--- src/rtl/div_seq_ctrl.sv ---
// Iterative restoring divider for the EX stage: DIV/DIVU/REM/REMU, one quotient bit per cycle.
// Holds the pipeline in stall until the result is ready; divide-by-zero and signed overflow finish in one cycle.
module div_seq_ctrl #(
    parameter int XLEN = 32
) (
    input  logic            clk,
    input  logic            rst,
    input  logic            start_i,
    input  logic [1:0]      op_i,
    input  logic [XLEN-1:0] a_i,
    input  logic [XLEN-1:0] b_i,
    input  logic            kill_i,
    output logic            busy_o,
    output logic            done_o,
    output logic [XLEN-1:0] result_o,
    output logic            stall_o
);

    localparam int CW = $clog2(XLEN);
    localparam logic [CW-1:0]   CNT_LAST = CW'(XLEN - 1);
    localparam logic [CW-1:0]   CNT_ONE  = CW'(1);
    localparam logic [XLEN-1:0] ONE      = XLEN'(1);
    localparam logic [XLEN-1:0] MIN_NEG  = {1'b1, {(XLEN-1){1'b0}}};

    typedef enum logic [1:0] {S_IDLE, S_CALC, S_FIX, S_DONE} state_t;

    state_t          r_state;
    state_t          w_next;
    logic [CW-1:0]   r_cnt;
    logic [XLEN-1:0] r_rem;
    logic [XLEN-1:0] r_quo;
    logic [XLEN-1:0] r_div;
    logic [XLEN-1:0] r_result;
    logic            r_is_rem;
    logic            r_qsign;
    logic            r_rsign;

    logic            w_accept;
    logic            w_signed;
    logic            w_div_zero;
    logic            w_ovf;
    logic            w_special;
    logic [XLEN-1:0] w_special_res;
    logic [XLEN-1:0] w_fix_res;
    logic [XLEN:0]   w_rem_sh;
    logic [XLEN:0]   w_sub;
    logic            w_fits;

    function automatic logic [XLEN-1:0] f_neg(input logic [XLEN-1:0] x);
        return ~x + ONE;
    endfunction

    function automatic logic [XLEN-1:0] f_abs(input logic [XLEN-1:0] x, input logic is_signed);
        return (is_signed && x[XLEN-1]) ? f_neg(x) : x;
    endfunction

    assign w_accept   = (r_state == S_IDLE) && start_i && !kill_i;
    assign w_signed   = !op_i[0];
    assign w_div_zero = (b_i == '0);
    assign w_ovf      = w_signed && (a_i == MIN_NEG) && (b_i == '1);
    assign w_special  = w_div_zero || w_ovf;

    always_comb begin
        w_special_res = '0;
        if (w_div_zero)
            w_special_res = op_i[1] ? a_i : '1;
        else
            w_special_res = op_i[1] ? '0 : MIN_NEG;
    end

    // The partial remainder is always below the divisor, so bit XLEN of the
    // difference is a clean borrow: clear means the shifted remainder >= divisor.
    assign w_rem_sh = {r_rem, r_quo[XLEN-1]};
    assign w_sub    = w_rem_sh - {1'b0, r_div};
    assign w_fits   = !w_sub[XLEN];

    assign w_fix_res = r_is_rem ? (r_rsign ? f_neg(r_rem) : r_rem)
                                : (r_qsign ? f_neg(r_quo) : r_quo);

    always_ff @(posedge clk or posedge rst) begin
        if (rst)
            r_state <= S_IDLE;
        else
            r_state <= w_next;
    end

    always_comb begin
        w_next = r_state;
        case (r_state)
            S_IDLE: begin
                if (w_accept)
                    w_next = w_special ? S_DONE : S_CALC;
            end
            S_CALC: begin
                if (kill_i)
                    w_next = S_IDLE;
                else if (r_cnt == CNT_LAST)
                    w_next = S_FIX;
            end
            S_FIX:   w_next = kill_i ? S_IDLE : S_DONE;
            S_DONE:  w_next = S_IDLE;
            default: w_next = S_IDLE;
        endcase
    end

    always_ff @(posedge clk or posedge rst) begin
        if (rst) begin
            r_cnt    <= '0;
            r_rem    <= '0;
            r_quo    <= '0;
            r_div    <= '0;
            r_result <= '0;
            r_is_rem <= 1'b0;
            r_qsign  <= 1'b0;
            r_rsign  <= 1'b0;
        end else begin
            case (r_state)
                S_IDLE: begin
                    if (w_accept) begin
                        r_is_rem <= op_i[1];
                        r_qsign  <= w_signed && (a_i[XLEN-1] ^ b_i[XLEN-1]);
                        r_rsign  <= w_signed && a_i[XLEN-1];
                        r_div    <= f_abs(b_i, w_signed);
                        r_quo    <= f_abs(a_i, w_signed);
                        r_rem    <= '0;
                        r_cnt    <= '0;
                        if (w_special)
                            r_result <= w_special_res;
                    end
                end
                S_CALC: begin
                    if (!kill_i) begin
                        r_rem <= w_fits ? w_sub[XLEN-1:0] : w_rem_sh[XLEN-1:0];
                        r_quo <= {r_quo[XLEN-2:0], w_fits};
                        r_cnt <= r_cnt + CNT_ONE;
                    end
                end
                S_FIX: begin
                    if (!kill_i)
                        r_result <= w_fix_res;
                end
                default: ;
            endcase
        end
    end

    assign busy_o   = (r_state == S_CALC) || (r_state == S_FIX);
    assign done_o   = (r_state == S_DONE);
    assign result_o = r_result;
    assign stall_o  = w_accept || busy_o;

endmodule

--- config.mk ---
export PLATFORM = sky130hd
export DESIGN_NAME = div_seq_ctrl
export DESIGN_NICKNAME = d
export VERILOG_FILES = /design/src/rtl/div_seq_ctrl.sv
export SDC_FILE = /design/constraint.sdc
export NUM_CORES = 1
export LEC_CHECK = 0
export CORE_MARGIN = 2
export CORE_UTILIZATION = 30
export DETAILED_ROUTE_END_ITERATION = 8
export PLACE_DENSITY = 0.45
export SLEW_MARGIN = 0
export SYNTH_ARGS = -nofsm -noshare
export SYNTH_HDL_FRONTEND = slang
export SYNTH_SLANG_ARGS = --single-unit
export TNS_END_PERCENT = 10
--- constraint.sdc ---
create_clock -name clk -period 5.2 [get_ports clk]
set_input_delay 1.04 -clock clk [delete_from_list [all_inputs] [get_ports clk]]
set_output_delay 1.04 -clock clk [all_outputs]
set_load 0.01 [all_outputs]
==> flow_summary_export.csv <==
group,metric,value,unit
route,wirelength,35100,µm
layout,multiInputGateArea,6990,µm²
timing,slew_violations,0,
clock_tree,root_buffer,"clkbuf_16",
global_route,grt-ovfl-total,0,
worst_setup_path,path_buf_inv,2,
clock_tree,ctsHoldBuffers,0,
worst_setup_path,worstSetupEndpointType,"flip-flop",
layout,antenna_cells,0,
floorplan,core_area,35700,µm²
global_route,antenna_found_initial,1,
hold_path,hold_path_depth,2,
logic_synthesis,synth_edf_count,0,
pwr,pwr-share-clk,14.1,%
floorplan,rows,69,
logic_synthesis,synth-simple-area-share,20.0,%
clock_tree,clk_latency,0.43,ns
pwr,sequentialPowerShare,23.7,%
placement,portBuffers,104,
placement,dp_cells,1905,
timing,hold_violations,0,
global_route,grt_pass1_vias,9721,
layout,drive_gt1_share,5.76,%
worst_setup_path,cp-start-kind,"input port",
worst_setup_path,path_cells,"clkdlybuf4s50_1 > or4_4 > or3_4 > nor4_1 > nand3_1 > o21bai_1 > a21oi_4 > buf_4 > nand2_1 > o21ai_0",
floorplan,dieHeight,195,µm
clock_tree,cts_sinks,138,
timing,final.setup.tns,0,ns
clock_tree,numCtsBuffers,17,
logic_synthesis,synth.cell_area,10900,µm²
global_route,grt_usage,18.6,%
route,routedWlPerCell,18.1,µm
timing,fin_skew,0.0115,ns
logic_synthesis,yosysSeqAreaShare,31.6,%
placement,dpl.hpwl,26300,µm
route,antenna_left,0,
clock_tree,cts_setup_buffers,0,
logic_synthesis,synth_top_family_by_area,"compound AO/OA/AOI/OAI gates",
worst_setup_path,cp_max_fo,44,
placement,place_congestion,0.834,
timing,min_period,4.04,ns
logic_synthesis,synthXorXnorAreaFrac,11.6,%
clock_tree,path_clk_slew,0.07,ns
layout,synthToLayoutAreaGrowth,19.7,%
worst_setup_path,r2r_cells,13,
floorplan,io_pins,105,
pwr,power.leakage,0.00552,µW
pwr,internal_power,4540,µW
layout,seqCellArea,3450,µm²
route,vias,10138,
hold_path,hold_class,"flip-flop to flip-flop",
logic_synthesis,syn_nets,1509,
global_route,grt_max_degree,93,
logic_synthesis,yosys_warnings,0,
route,first_pass_iters,5,
timing,max_freq,248,MHz
worst_setup_path,crit_arrival,4.31,ns
pwr,switching_power,4530,µW
pwr,ir_drop,0.441,mV
route,drt_iter0_markers,512,
logic_synthesis,syn_inst,1394,
layout,n_fill_cell,3782,
route,drc,0,
pwr,switching_share,49.9,%
worst_setup_path,crit_family,"simple AND/OR/NAND/NOR gates",
run_status,status,"completed",
worst_setup_path,critical_path_class,"input port to flip-flop",
worst_setup_path,slowest_delay,0.54,ns
logic_synthesis,ys_ff_latch,138,
clock_tree,htreeDepth,4,
timing,period_share,77.6,%
logic_synthesis,syn_area_per_cell,7.83,µm²
worst_setup_path,worstPathRequired,5.47,ns
logic_synthesis,synth_ff_type,"dfrtp_1",
floorplan,start_util,30.5,%
layout,final_nets,1578,
floorplan,dieArea,37900,µm²
layout,fin_cells,1937,
logic_synthesis,synthAdderAreaFrac,5.23,%
timing,rsz0062_at_grt,"false",
pwr,power_density,695,nW/µm²
worst_setup_path,cp_slowest_cell,"or4_4",
clock_tree,cts_tree,"built",
clock_tree,post_cts_resized,0,
logic_synthesis,synth-compound-area-share,25.2,%
clock_tree,cts_buffer_depth,2,
worst_setup_path,worst-path-stages,10,
floorplan,dieWidth,195,µm
logic_synthesis,muxShareOfSynthArea,1.83,%
route,drt-vias-per-instance,5.23,
timing,tightest_slew,1.09,ns
logic_synthesis,async_flop_share,100,%
timing,finalSetupViolations,0,
job,cap_violations,0,
pwr,combinationalPowerShare,62.2,%
timing,max-slew-margin-rel,27.2,%
global_route,grt_first_pass_wirelength,55800,µm
logic_synthesis,synthDistinctLibCells,66,
-- kinds of logic (layout without fill, tap and decap cells) --
group / after synthesis / after routing
XOR/XNOR: 144 / 144
AO/OA/AOI/OAI: 456 / 456
adder cells (fa/ha/maj): 45 / 45
buffers and inverters: 131 / 213
AND/OR/NAND/NOR: 460 / 460
multiplexers: 20 / 20
flip-flops: 138 / 138
-- cell usage in the layout (no fill, tap or decap), drive strengths merged, types with 16 or more instances in the layout --
master	Yosys	routed
a21o	20	20
a21oi	112	112
buf	8	21
clkbuf	67	18
clkdlybuf4s50	0	104
dfrtp	138	138
ha	44	44
inv	55	56
mux2i	20	20
nand2	191	191
nand2b	19	19
nand3	33	33
nand4	16	16
nor2	107	107
nor4	16	16
o21ai	184	184
o31ai	38	38
or4	17	17
xnor2	75	75
xor2	69	69
-- power groups by stage --
stage               logic, µW  clock network [µW]  registers [µW]
CTS                      5660                1320            2140
floorplan                4160                   0            1930
global placement         5620                   0            2150
finish                   5640                1280            2150
global route             6340                1360            2230
detailed placement       5640                   0            2160
-- registers in the layout, summed over array words and instances (netlist names) --
name / count
r_div: 32
r_quo: 32
r_rem: 32
result_o: 32
r_cnt: 5
r_state: 2
r_is_rem: 1
r_qsign: 1
r_rsign: 1
-- through the flow --
stage               instance area (µm²)  util, %  hold slack [ns]  total power [µW]  setup WS, ns
floorplan                         10900        -            0.445              6090         0.464
global placement                  12500     34.9            0.456              7770         0.749
detailed placement                12500     34.9            0.471              7800         0.697
CTS                               13100     36.6            0.486              9120          1.15
global route                      13100     36.6            0.505              9940         0.911
finish                            13100     36.6            0.478              9080          1.16
-- tightest hold or removal path: cells and delay by family (launching register included) --
family	cells	cell delay [ns]
AO/OA/AOI/OAI	1	0.06
AND/OR/NAND/NOR	1	0.05
flip-flops	1	0.34
-- layer usage --
layer  routed length [µm]  GRT usage [%]  vias to the layer above
li1                     -              -                     5116
met1                17900           27.1                     4788
met2                15300           28.6                      208
met3                 1590           3.63                       24
met4                  280           3.68                        2
met5                   11              0                        -
-- cells in the mapped netlist (5+ instances only) --
library cell	number	area, µm²
a21boi_0	11	82.6
nand3_1	33	165
ha_1	44	551
nand2b_1	19	119
nor4_1	11	68.8
xnor2_1	75	657
a21o_1	20	150
o211ai_1	6	45.0
mux2i_1	20	200
a21oi_1	109	546
nor2b_1	7	43.8
o311ai_0	15	131
or3_1	12	75.1
xor2_1	69	604
nand4_1	16	100
and3_1	5	31.3
a31oi_1	7	43.8
o21ai_0	180	901
nand2_1	191	717
clkbuf_1	67	251
o41ai_1	14	123
nor3_1	14	70.1
a211oi_1	5	37.5
nor2_1	107	402
inv_1	55	206
o31ai_1	38	285
dfrtp_1	138	3450
o22ai_1	10	62.6
or4_1	15	113
or2_2	10	62.6
-- layout make-up --
class | instances | share of cell area [%]
Clock buffer | 18 | 3.29
Clock inverter | 14 | 1.32
Inverter | 56 | 1.65
Multi-Input combinational cell | 1125 | 53.5
Sequential cell | 138 | 26.4
Tap cell | 461 | 4.42
Timing Repair Buffer | 125 | 9.37
-- path summary, 6_finish.rpt --
| check | slack [ns] | to | from |
|---|---|---|---|
| min | 0.48 | result_o[19] | result_o[19] |
| max in group asynchronous | 3.26 | r_div[30] | rst |
| min reg2reg | 0.48 | result_o[19] | result_o[19] |
| max | 1.16 | result_o[10] | a_i[6] |
| min in group asynchronous | 1.15 | result_o[7] | rst |
| max reg2reg | 1.20 | r_rem[10] | r_quo[31] |
No activity file was read; power rests on OpenSTA's default activity.
